$ cat src/rtl/sine_phase_meter.sv
// Measures ch1 period and ch2-behind-ch1 lag in samples from rising mid-scale crossings with arming hysteresis.
// Outputs update on the edge sampling the closing ch1 crossing; en=0 freezes all state (no backpressure).
module sine_phase_meter #(
    parameter int D_WIDTH = 8,
    parameter int C_WIDTH = 10,
    parameter int MID     = 128,
    parameter int HYST    = 8
) (
    input  logic               clk,
    input  logic               rst,
    input  logic               en,
    input  logic [D_WIDTH-1:0] din1,
    input  logic [D_WIDTH-1:0] din2,
    output logic [C_WIDTH-1:0] period,
    output logic [C_WIDTH-1:0] lag,
    output logic               valid,
    output logic               locked,
    output logic               overflow
);

    typedef enum logic [1:0] {IDLE, SYNC, LOCK} state_t;

    localparam logic [D_WIDTH-1:0] ARM_TH  = D_WIDTH'(MID - HYST);
    localparam logic [D_WIDTH-1:0] MID_TH  = D_WIDTH'(MID);
    localparam logic [C_WIDTH-1:0] CNT_MAX = {{(C_WIDTH-1){1'b1}}, 1'b0};
    localparam logic [C_WIDTH-1:0] ONE     = C_WIDTH'(1);

    state_t             state_q;
    logic               arm1_q, arm2_q;
    logic [C_WIDTH-1:0] cnt_q, lcnt_q, lag_hold_q;
    logic [C_WIDTH-1:0] period_q, lag_q;
    logic               valid_q, locked_q, overflow_q;

    logic               cross1, cross2, ovf_evt;
    logic               arm1_d, arm2_d;
    logic [C_WIDTH-1:0] cnt_d, lcnt_d;

    always_comb begin
        cross1  = arm1_q && (din1 >= MID_TH);
        cross2  = arm2_q && (din2 >= MID_TH);
        arm1_d  = cross1 ? 1'b0 : ((din1 < ARM_TH) ? 1'b1 : arm1_q);
        arm2_d  = cross2 ? 1'b0 : ((din2 < ARM_TH) ? 1'b1 : arm2_q);
        // Counters saturate so an unlocked (IDLE) channel never wraps into a bogus small value.
        cnt_d   = (cnt_q  == CNT_MAX) ? cnt_q  : cnt_q  + ONE;
        lcnt_d  = (lcnt_q == CNT_MAX) ? lcnt_q : lcnt_q + ONE;
        ovf_evt = (state_q != IDLE) && !cross1 && (cnt_q == CNT_MAX);
    end

    always_ff @(posedge clk or negedge rst) begin
        if (!rst) begin
            state_q    <= IDLE;
            arm1_q     <= 1'b0;
            arm2_q     <= 1'b0;
            cnt_q      <= '0;
            lcnt_q     <= '0;
            lag_hold_q <= '1;
            period_q   <= '0;
            lag_q      <= '0;
            valid_q    <= 1'b0;
            locked_q   <= 1'b0;
            overflow_q <= 1'b0;
        end else begin
            valid_q <= 1'b0;
            if (en) begin
                arm1_q <= arm1_d;
                arm2_q <= arm2_d;
                cnt_q  <= cross1 ? '0 : cnt_d;
                lcnt_q <= cross1 ? '0 : lcnt_d;
                // A ch2 crossing coincident with ch1 opens the new period with zero lag.
                if (cross1)
                    lag_hold_q <= cross2 ? '0 : '1;
                else if (cross2)
                    lag_hold_q <= lcnt_d;
                case (state_q)
                    IDLE: if (cross1) state_q <= SYNC;
                    SYNC, LOCK: begin
                        if (cross1) begin
                            state_q  <= LOCK;
                            period_q <= cnt_q + ONE;
                            lag_q    <= lag_hold_q;
                            valid_q  <= 1'b1;
                            locked_q <= 1'b1;
                        end else if (ovf_evt) begin
                            state_q    <= IDLE;
                            overflow_q <= 1'b1;
                            locked_q   <= 1'b0;
                        end
                    end
                    default: state_q <= IDLE;
                endcase
            end
        end
    end

    assign period   = period_q;
    assign lag      = lag_q;
    assign valid    = valid_q;
    assign locked   = locked_q;
    assign overflow = overflow_q;

endmodule

$ cat config.mk
export PLATFORM = sky130hd
export DESIGN_NAME = sine_phase_meter
export DESIGN_NICKNAME = d
export VERILOG_FILES = /design/src/rtl/sine_phase_meter.sv
export SDC_FILE = /design/constraint.sdc
export NUM_CORES = 1
export LEC_CHECK = 0
export ABC_AREA = 1
export CORE_UTILIZATION = 52
export CTS_CLUSTER_DIAMETER = 150
export DETAILED_ROUTE_END_ITERATION = 6
export GPL_TIMING_DRIVEN = 1
export PLACE_DENSITY = 0.77
export RECOVER_POWER = 100
export SYNTH_ARGS = -nofsm -noshare
export SYNTH_HDL_FRONTEND = slang
export SYNTH_SLANG_ARGS = --single-unit
$ cat constraint.sdc
create_clock -name clk -period 1.44 [get_ports clk]
set_input_delay 0.36 -clock clk [delete_from_list [all_inputs] [get_ports clk]]
set_output_delay 0.36 -clock clk [all_outputs]
set_load 0.1 [all_outputs]
---- Word level (Yosys, flattened, before mapping) ----
Cells that the tools add are included.
cells by class
  add/subtract/negate cells ............... 2
  magnitude comparators ................... 4
  equality and inequality tests ........... 7
  muxes and demuxes ....................... 20
  bitwise logic cells ..................... 1
  reductions and logical operators ........ 20
operators by type and width
  operator                                                               number
  10-bit 2-to-1 mux                                                      7
  10-bit by 1-bit adder with 10-bit output, second input constant        2
  10-bit equality test, second input constant                            2
  8-bit >= comparator, second input constant                             2
  8-bit by 7-bit < comparator with 1-bit output, second input constant   2
  2-bit nonzero test                                                     5
  1-bit 2-to-1 mux                                                       9
  3-bit AND reduction                                                    3
  2-bit AND reduction                                                    4
  2-bit 2-to-1 mux                                                       3
  1-bit logical AND                                                      4
  2-bit != test, second input constant                                   2
  2-bit one-hot mux with 2 select lines                                  1
  4-bit AND reduction                                                    1
  3-bit != test, second input constant                                   1
  2-bit by 1-bit equality test with 1-bit output, second input constant  1
  2-bit equality test, second input constant                             1
  2-bit logical NOT                                                      1
  2-bit OR reduction                                                     1
  1-bit logical NOT                                                      1
  1-bit inverter                                                         1
word-level totals
  flip-flop bits (word level) ............. 57
  bits of input ports ..................... 19
  output and inout bits ................... 23
  logic and storage cells ................. 65

---- Logic depth before layout (Yosys ltp) ----
Gate-level depths: netlist of run 1.
  word-level depth ........................ 8
  gate-level depth with buffers ........... 9
  mapped depth without buffers ............ 9

---- Worst setup path before layout of run 1 ----
Ideal clock, no wire load.
  path kind ............................... register to register
  from .................................... register state_q[0]
  to ...................................... register lag_q[2] (netlist: lag[2])
  library setup time ...................... 0.129 ns
  data arrival time ....................... 1.158 ns
  required time ........................... 1.311 ns
  setup slack ............................. 0.153 ns
  stages on the path, launching flop included .. 9
  buffers on the path ..................... 1
  period minus slack after synthesis ...... 1.287 ns
  cells stage by stage .................... dfrtp_1 > inv_1 > ha_1 > nand2_1 > nor2_2 > inv_2 > buf_2 > nand2_1 > o21ai_0
between the ends
  longest elaborated chain between the ends .. 3
  elaborated cells on any way between the ends .. 4
  classes of those cells .................. 2 x eq/ne; 2 x reduce/logical
RTL lines
  element                                                                                RTL line  RTL
  start: declaration                                                                     28        state_t state_q;
  start signal: assignment                                                               51        state_q <= IDLE;
  start signal: assignment                                                               75        IDLE: if (cross1) state_q <= SYNC;
  start signal: assignment                                                               78        state_q <= LOCK;
  2-bit by 1-bit equality test with 1-bit output or 2-bit equality test (tied branches)  74        case (state_q)
  2-bit OR reduction *                                                                   74
  3-bit AND reduction (no source line) *                                                 -
  end signal: assignment                                                                 80        lag_q <= lag_hold_q;
  end: declaration                                                                       31        logic [C_WIDTH-1:0] period_q, lag_q;
Mark *: on every way between the ends. The rest lies on a longest branch, timed or not.
A chain may end at the register's enable or synchronous reset.

---- Worst setup path after layout of run 1 ----
  from .................................... register state_q[0]
  to ...................................... register period_q[4] (netlist: period[4])
between the ends
  longest elaborated chain between the ends .. 3
  elaborated cells on any way between the ends .. 4
  classes of those cells .................. 2 x eq/ne; 2 x reduce/logical
RTL lines
  element                                                                                RTL line  RTL
  2-bit by 1-bit equality test with 1-bit output or 2-bit equality test (tied branches)  74
  2-bit OR reduction *                                                                   74
  3-bit AND reduction (no source line) *                                                 -
  end signal: assignment                                                                 79        period_q <= cnt_q + ONE;
  end: declaration                                                                       31
Marks and branches as above.

==> results of run 1 <==
==> timing repair <==
item                                    CTS  global route
buffers inserted                          0            10
pin swaps                                 2             9
gates cloned                              0             2
endpoints found under the setup margin   24            40
endpoints found under the hold margin     0             0
resized for setup                         2            50
==> critical path: stages (launching register included) <==
cell                       delay, ps
sky130_fd_sc_hd__dfrtp_1         380
sky130_fd_sc_hd__inv_2            60
sky130_fd_sc_hd__ha_4            270
sky130_fd_sc_hd__nand2_2          60
sky130_fd_sc_hd__nor2_2          250
sky130_fd_sc_hd__buf_12          150
sky130_fd_sc_hd__clkinv_8         60
sky130_fd_sc_hd__nand2_1          90
sky130_fd_sc_hd__o21ai_2          60
==> layer usage <==
metal  share of wire, %  wire (µm)
met5                  0          0
met4                2.5        174
met1                 41       2920
met2                 51       3620
met3                4.7        334
==> power groups by stage <==
stage	Combinational, mW	Sequential (mW)	Clock, mW
after CTS	3.72	2.42	1.55
final	3.47	2.32	1.53
after global routing	3.67	2.37	1.63
after floorplan	0.678	4.00	0
after detailed placement	3.70	2.45	0
after global placement	3.65	2.43	0
==> logic make-up (layout without fill, tap and decap cells) <==
| group | count (synthesis) | count (layout) |
|---|---|---|
| AOI/OAI and AO/OA | 51 | 51 |
| xor gates and xnor gates | 7 | 7 |
| adders and majority gates | 5 | 5 |
| buffers and inverters | 39 | 106 |
| DFF | 57 | 57 |
| and+or+nand+nor | 155 | 155 |
==> Yosys cell counts (2+ instances only) <==
cell type                  n
sky130_fd_sc_hd__nand3_2   2
sky130_fd_sc_hd__buf_2     4
sky130_fd_sc_hd__a21oi_2   2
sky130_fd_sc_hd__a21oi_1  10
sky130_fd_sc_hd__nor2_1   19
sky130_fd_sc_hd__nand2_4   2
sky130_fd_sc_hd__inv_2     5
sky130_fd_sc_hd__nand3_1  12
sky130_fd_sc_hd__nor2_4    2
sky130_fd_sc_hd__nand3_4   2
sky130_fd_sc_hd__inv_1    26
sky130_fd_sc_hd__nand2_1  94
sky130_fd_sc_hd__buf_4     2
sky130_fd_sc_hd__nand2_2   6
sky130_fd_sc_hd__o21ai_1  21
sky130_fd_sc_hd__dfrtp_1  47
sky130_fd_sc_hd__dfstp_2  10
sky130_fd_sc_hd__nand4_1   5
sky130_fd_sc_hd__xor2_1    7
sky130_fd_sc_hd__a22oi_2   2
sky130_fd_sc_hd__o21ai_0   8
sky130_fd_sc_hd__nor2_2    8
sky130_fd_sc_hd__ha_1      5
sky130_fd_sc_hd__o21ai_2   2
sky130_fd_sc_hd__o22ai_2   3
==> worst paths after layout <==
check / from / slack [ps] / end / cells after the start
max: state_q[0] / -50 / period[4] / 8
min in group clk: en / 470 / arm1_q / 2
max in group asynchronous: rst / 260 / lcnt_q[0] / 2
min: rst / 370 / cnt_q[6] / 2
min reg2reg: lag[5] / 480 / lag[5] / 2
max reg2reg: state_q[0] / -50 / period[4] / 8
==> state kept, by name, indices dropped and copies added, names as in the netlist <==
| name | count |
|---|---|
| arm1_q | 1 |
| arm2_q | 1 |
| cnt_q | 10 |
| lag | 10 |
| lag_hold_q | 10 |
| lcnt_q | 10 |
| locked | 1 |
| overflow | 1 |
| period | 10 |
| state_q | 2 |
| valid | 1 |
==> final cells by class <==
type / instances / area [µm²] / share of cell area [%]
well taps: 70 / 87.6 / 2.37
repair buffers: 56 / 489 / 13.2
clock buffers: 11 / 151 / 4.10
flip-flops and latches: 57 / 1440 / 39.0
clock inverters: 5 / 53.8 / 1.46
repair inverters: 2 / 20.0 / 0.542
inverters: 32 / 135 / 3.66
multi-input cells: 218 / 1320 / 35.6
==> qor.json, run 1 <==
{
  "route": {
    "route.detailed.drc": 0,
    "drt-initial-drc-count": 151,
    "dr.pass1.iters": 4,
    "via_count": 2375,
    "via_per_instance_ratio": 5.27,
    "route.antenna.remaining_nets": 0,
    "aggregate_routed_wire_length_mm": 7.04,
    "detail_route.wl_per_cell_um": 15.6
  },
  "job": {
    "max_cap_violations": 0
  },
  "sta": {
    "timing.final.crit_period_ps": 1490,
    "hold-worst-slack_ps": 366,
    "rsz0062_at_grt": "yes",
    "timing.final.ws_setup_ps": -52.7,
    "finalMaxSlewViolations": 0,
    "setup_viol": 25,
    "finalClockSkew_ps": 10.0,
    "fin_setup_tns_ps": -735,
    "report.final.hold_viol_count": 0,
    "maxSlewHeadroom_pct": 19.0,
    "finalCritPeriodShare_pct": 104,
    "achievable-frequency_ghz": 0.670,
    "tightestPinTransition_ps": 1210
  },
  "synthesis": {
    "synth_top_family_by_area": "simple AND/OR/NAND/NOR gates",
    "synthDominantCellAreaShare_pct": 42.2,
    "post_synth_fa_ha_maj_area_fraction_pct": 2.24,
    "post_synth_mux_area_share_pct": 0,
    "synth_fp_nets": 338,
    "synth-edff-count": 0,
    "synth_flop_cell": "sky130_fd_sc_hd__dfrtp_1",
    "synth_sequential_area_ratio_pct": 51.6,
    "synth_compound_area_share_pct": 11.6,
    "synth.largest_area_cell": "sky130_fd_sc_hd__dfrtp_1",
    "synth_simple_gate_area_share_pct": 26.3,
    "synthesis.yosys.warnings": 0,
    "ys_seq_elements": 57,
    "synth_cell_types": 33,
    "syn_avg_cell_area_um2": 8.88,
    "post_synth_xor_area_fraction_pct": 2.20,
    "synthCells": 314,
    "post_synth_main_area_contributors": "sky130_fd_sc_hd__dfrtp_1, sky130_fd_sc_hd__nand2_1, sky130_fd_sc_hd__dfstp_2",
    "synthesis.area_um2": 2790,
    "ys_async_sr_fraction_pct": 100
  },
  "floorplan": {
    "dieHeight_um": 75.2,
    "die_area_um2": 5660,
    "io_pins": 42,
    "start_util_pct": 54.2,
    "die_w_um": 75.2,
    "design.core.area_um2": 5140,
    "placementRows": 26
  },
  "layout": {
    "nets": 400,
    "final_layout_size_suffix_gt1_share_pct": 37.5,
    "fin_area_um2": 3700,
    "utilization_pct": 71.9,
    "mostFrequentLayoutCell": "sky130_fd_sc_hd__nand2_1",
    "fin_cells": 451,
    "antenna-diode-count": 0,
    "synthToLayoutAreaGrowth_pct": 32.6,
    "fillers": 382,
    "mostFrequentLayoutCells": "sky130_fd_sc_hd__nand2_1, sky130_fd_sc_hd__dfrtp_1, sky130_fd_sc_hd__buf_4"
  },
  "critical_path": {
    "cp_data_required_time_ps": 1670,
    "worstPathMaxFanout": 9,
    "crit_arrival_ps": 1720,
    "worstSetupStartpointType": "register",
    "timing_worst_setup_path_type": "reg -> reg",
    "category_of_the_worst_setup_path_capture_point": "register"
  },
  "min_path": {
    "worstHoldPathType": "in -> async"
  },
  "pwr": {
    "power.ir.vdd_worst_mv": 1.05,
    "share_comb_of_total_power_pct": 47.4,
    "power.share.clock_pct": 20.9,
    "power.total_mw": 7.33,
    "total_leakage_power_nw": 1.68,
    "sequentialPowerShare_pct": 31.7,
    "power_density_nw_per_um2": 1980,
    "power.switching_mw": 3.52,
    "internal_power_mw": 3.81,
    "sw_frac_of_total_pct": 48.1
  },
  "grt": {
    "grt_use_met3_pct": 4.28,
    "use_met1_pct": 30.6,
    "global_route.peak_usage_layer": "met2",
    "grt_pass1_vias": 2269,
    "antenna_found_initial": 0,
    "grt_use_met2_pct": 40.3,
    "grt_start_max_net_pins": 58,
    "grt.total_usage_pct": 24.4,
    "grt_overflow_total": 0,
    "global_route_wire_length_before_repair_mm": 10.1
  },
  "run_status": {
    "violations": "setup timing",
    "outcome": "finished with violations"
  },
  "placement": {
    "dpl_ws_ps": -367,
    "place.detailed.instances": 423,
    "routabilityCongestion": 0.867,
    "place.detailed.hpwl_mm": 4.12,
    "portBuffers": 35,
    "placedInstanceArea_um2": 3500
  },
  "clock_network": {
    "clockRootBuffer": "sky130_fd_sc_hd__clkbuf_8",
    "cts.reportedPaths.clkPinSlew_ps": 70,
    "cts-hold-fix-buffers": 0,
    "clock_tree.htree_level_count": 3,
    "deepest_clock_path_buffer_count": 2,
    "tritoncts": "yes",
    "cts.sinks": 57,
    "insertion_delay_ps": 340,
    "cts_inserted_buffers": 9
  }
}
Power figures use the tool's default switching activity.
==> run 2, diff against run 1 <==
--- a/config.mk
+++ b/config.mk
@@ -6,6 +6,7 @@
 export NUM_CORES = 1
 export LEC_CHECK = 0
 export ABC_AREA = 1
+export CAP_MARGIN = 10
 export CORE_UTILIZATION = 52
 export CTS_CLUSTER_DIAMETER = 150
 export DETAILED_ROUTE_END_ITERATION = 6
==> results of run 2 <==
The final DEF is identical to that of run 1; final timing and power are the same.
==> run 3, diff against run 2 <==
==> constraint.sdc (replaced) <==
create_clock -name clk -period 1.8 [get_ports clk]
set_input_delay 0.45 -clock clk [delete_from_list [all_inputs] [get_ports clk]]
set_output_delay 0.45 -clock clk [all_outputs]
set_load 0.1 [all_outputs]
==> run 3 against run 2 <==
  * The flow now finishes without violations
  * Non-clock buffer count is 13 lower
  * Critical path depth is 1 higher
  * Flip-flop and latch count stayed put
  * Critical endpoint is now state_q[1]
  * Sequential power is 22% lower
  * Register-to-register slack better by 190 ps
  * Sequential share of layout area is 4.6 points higher
  * Worst hold slack better by 110 ps
  * Final area is 11% lower
==> qor.json, run 3 (synthesized netlist as in run 1, its figures left out) <==
{
  "run_status": {
    "outcome": {"value": "finished, final reports clean", "change": "was finished with violations"}
  },
  "layout": {
    "nets": {"value": 385, "change": "was 400"},
    "mostFrequentLayoutCell": {"value": "sky130_fd_sc_hd__nand2_1", "change": "unchanged"},
    "antenna-diode-count": {"value": 0, "change": "unchanged"},
    "final_layout_size_suffix_gt1_share": {"value": 23.8, "unit": "%", "change": "was 37.5%"},
    "synthToLayoutAreaGrowth": {"value": 18.3, "unit": "%", "change": "was 32.6%"},
    "mostFrequentLayoutCells": {"value": "sky130_fd_sc_hd__nand2_1, sky130_fd_sc_hd__dfrtp_1, sky130_fd_sc_hd__inv_1", "change": "was sky130_fd_sc_hd__nand2_1, sky130_fd_sc_hd__dfrtp_1, sky130_fd_sc_hd__buf_4"}
  },
  "clock_network": {
    "clock_tree.htree_level_count": {"value": 3, "change": "unchanged"},
    "cts-hold-fix-buffers": {"value": 0, "change": "unchanged"},
    "cts.reportedPaths.clkPinSlew": {"value": 70, "unit": "ps", "change": "about the same"},
    "cts_repair_resize_count": {"value": 0, "change": "was 2"},
    "clockRootBuffer": {"value": "sky130_fd_sc_hd__clkbuf_8", "change": "unchanged"},
    "tritoncts": {"value": "yes", "change": "unchanged"},
    "deepest_clock_path_buffer_count": {"value": 2, "change": "unchanged"},
    "cts.sinks": {"value": 57, "change": "unchanged"},
    "cts_inserted_buffers": {"value": 9, "change": "unchanged"},
    "post-cts-setup-buffer-count": {"value": 0, "change": "unchanged"},
    "insertion_delay": {"value": 330, "unit": "ps", "change": "was 340 ps"}
  },
  "route": {
    "route.antenna.remaining_nets": {"value": 0, "change": "unchanged"},
    "drt-initial-drc-count": {"value": 150, "change": "was 151"},
    "via_per_instance_ratio": {"value": 5.13, "change": "was 5.27"},
    "dr.pass1.iters": {"value": 4, "change": "unchanged"},
    "route.detailed.drc": {"value": 0, "change": "unchanged"},
    "aggregate_routed_wire_length": {"value": 5.72, "unit": "mm", "change": "was 7.04 mm"},
    "detail_route.wl_per_cell": {"value": 13.1, "unit": "µm", "change": "was 15.6 µm"},
    "via_count": {"value": 2237, "change": "was 2375"}
  },
  "pwr": {
    "power.ir.vdd_worst": {"value": 0.880, "unit": "mV", "change": "was 1.05 mV"},
    "power.total": {"value": 5.44, "unit": "mW", "change": "was 7.33 mW"},
    "total_leakage_power": {"value": 1.56, "unit": "nW", "change": "was 1.68 nW"},
    "power_density": {"value": 1650, "unit": "nW/µm²", "change": "was 1980 nW/µm²"}
  },
  "critical_path": {
    "crit_arrival": {"value": 1870, "unit": "ps", "change": "was 1720 ps"},
    "critical_path.n_buffers_inverters": {"value": 1, "change": "was 3"},
    "cp_slowest_stage_delay": {"value": 430, "unit": "ps", "change": "was 380 ps"},
    "cpMostUsedCell": "sky130_fd_sc_hd__nand2_1",
    "critical_path.cell_chain": {"value": "inv_1, ha_1, nand2_1, nor2_1, nand4_1, nand2_1, nand2_2, nand2_1, nand2_1", "change": "was inv_2, ha_4, nand2_2, nor2_2, buf_12, clkinv_8, nand2_1, o21ai_2"},
    "cp_top_family": {"value": "simple AND/OR/NAND/NOR gates", "change": "unchanged"},
    "startpoint": {"value": "cnt_q[0]", "change": "was state_q[0]"},
    "r2r-start": {"value": "cnt_q[0]", "change": "was state_q[0]"},
    "timing_worst_setup_path_type": {"value": "reg -> reg", "change": "unchanged"},
    "critical_path.slowest_cell": {"value": "sky130_fd_sc_hd__dfrtp_1", "change": "unchanged"},
    "cp_data_required_time": {"value": 2000, "unit": "ps", "change": "was 1670 ps"},
    "worstSetupStartpointType": {"value": "register", "change": "unchanged"},
    "category_of_the_worst_setup_path_capture_point": {"value": "register", "change": "unchanged"},
    "worstPathMaxFanout": {"value": 6, "change": "was 9"}
  },
  "floorplan": {
    "design.core.area": {"value": 5140, "unit": "µm²", "change": "unchanged"},
    "placementRows": {"value": 26, "change": "unchanged"},
    "io_pins": {"value": 42, "change": "unchanged"},
    "start_util": {"value": 54.2, "unit": "%", "change": "unchanged"},
    "die_w": {"value": 75.2, "unit": "µm", "change": "unchanged"},
    "dieHeight": {"value": 75.2, "unit": "µm", "change": "unchanged"},
    "die_area": {"value": 5660, "unit": "µm²", "change": "unchanged"}
  },
  "grt": {
    "grt.total_usage": {"value": 23.3, "unit": "%", "change": "was 24.4%"},
    "grt_overflow_total": {"value": 0, "change": "unchanged"},
    "global_route_wire_length_before_repair": {"value": 9.60, "unit": "mm", "change": "was 10.1 mm"},
    "antenna_found_initial": {"value": 0, "change": "unchanged"},
    "grt_start_max_net_pins": {"value": 58, "change": "unchanged"},
    "grt_pass1_vias": {"value": 2119, "change": "was 2269"}
  },
  "sta": {
    "finalMaxSlewViolations": {"value": 0, "change": "unchanged"},
    "maxSlewHeadroom": {"value": 8.72, "unit": "%", "change": "was 19.0%"},
    "achievable-frequency": {"value": 0.600, "unit": "GHz", "change": "was 0.670 GHz"},
    "finalCritPeriodShare": {"value": 92.6, "unit": "%", "change": "was 104%"},
    "rsz0062_at_grt": {"value": "no", "change": "was yes"},
    "report.final.hold_viol_count": {"value": 0, "change": "unchanged"},
    "setup_viol": {"value": 0, "change": "was 25"},
    "timing.final.crit_period": {"value": 1670, "unit": "ps", "change": "was 1490 ps"},
    "hold-worst-slack": {"value": 472, "unit": "ps", "change": "was 366 ps"},
    "tightestPinTransition": {"value": 1370, "unit": "ps", "change": "was 1210 ps"},
    "finalClockSkew": {"value": 7.32, "unit": "ps", "change": "was 10.0 ps"}
  },
  "min_path": {
    "timing.hold.worst.start": "lag[1]",
    "worstHoldPathType": {"value": "reg -> reg", "change": "was in -> async"}
  },
  "placement": {
    "place.detailed.hpwl": {"value": 3.91, "unit": "mm", "change": "was 4.12 mm"},
    "routabilityCongestion": {"value": 0.872, "change": "was 0.867"},
    "portBuffers": {"value": 35, "change": "unchanged"}
  },
  "job": {
    "max_cap_violations": {"value": 0, "change": "unchanged"}
  }
}
## run 3: changes by cell type in the layout (fill, tap and decap cells not counted), moves of 6 or more
cell and delta:
sky130_fd_sc_hd__nand2_1 +9, sky130_fd_sc_hd__o21ai_2 -9, sky130_fd_sc_hd__o21ai_0 +19, sky130_fd_sc_hd__clkbuf_2 +25
sky130_fd_sc_hd__inv_1 +6, sky130_fd_sc_hd__nand2_2 -9, sky130_fd_sc_hd__buf_4 -30, sky130_fd_sc_hd__o21ai_1 -10
## run 3: layer usage
metal / global-route usage (%) / vias up / share of wire (%)
met5: 0 / - / 0
met4: 10.1 / 0 / 2.4
met3: 6.96 / 12 / 3.6
met2: 37.0 / 43 / 49
met1: 29.9 / 1081 / 45
li1: - / 1101 / -
## run 3: path summary, 6_finish.rpt
path	endpoint	slack, ps	cells past startpoint
worst max register to register	state_q[1]	130	9
min in group asynchronous	period[5]	510	2
worst min-delay path	lag[1]	470	2
max in group asynchronous	lcnt_q[9]	460	2
worst min register to register	lag[1]	470	2
worst max-delay path	state_q[1]	130	9
## run 3: power breakdown
group / switching (mW) / leakage (nW) / internal, mW / total (mW)
combinational: 1.94 / 0.723 / 0.401 / 2.34
clock: 0.490 / 0.113 / 0.789 / 1.28
sequential: 0.193 / 0.720 / 1.62 / 1.82
total: 2.62 / 1.56 / 2.81 / 5.44
## run 3: worst reg2reg max path, delay by kind of cell (launching register included)
family	cells	cell delay, ps
adders and majority gates	1	160
buffers and inverters	1	80
DFF	1	430
and+or+nand+nor	7	870
## run 3: layout make-up
type	count	area, µm²
clock buffer	14	183
timing repair buffer	43	285
fill	467	1840
tap	70	87.6
clock inverter	2	35.0
sequential	57	1440
inverter	32	123
multi-input combinational	218	1140
## run 3: through the flow
| stage | instance area, µm² | std cells | TNS, ps | setup WS [ps] | utilization (%) |
|---|---|---|---|---|---|
| after floorplan | 2790 | 314 | 0 | 452 | - |
| after global placement | 3480 | 420 | -469 | -67.9 | 67.6 |
| after detailed placement | 3480 | 420 | -977 | -95.3 | 67.6 |
| after CTS | 3690 | 436 | 0 | 234 | 71.9 |
| after global routing | 3300 | 436 | 0 | 60.4 | 64.1 |
| final | 3300 | 436 | 0 | 133 | 64.1 |
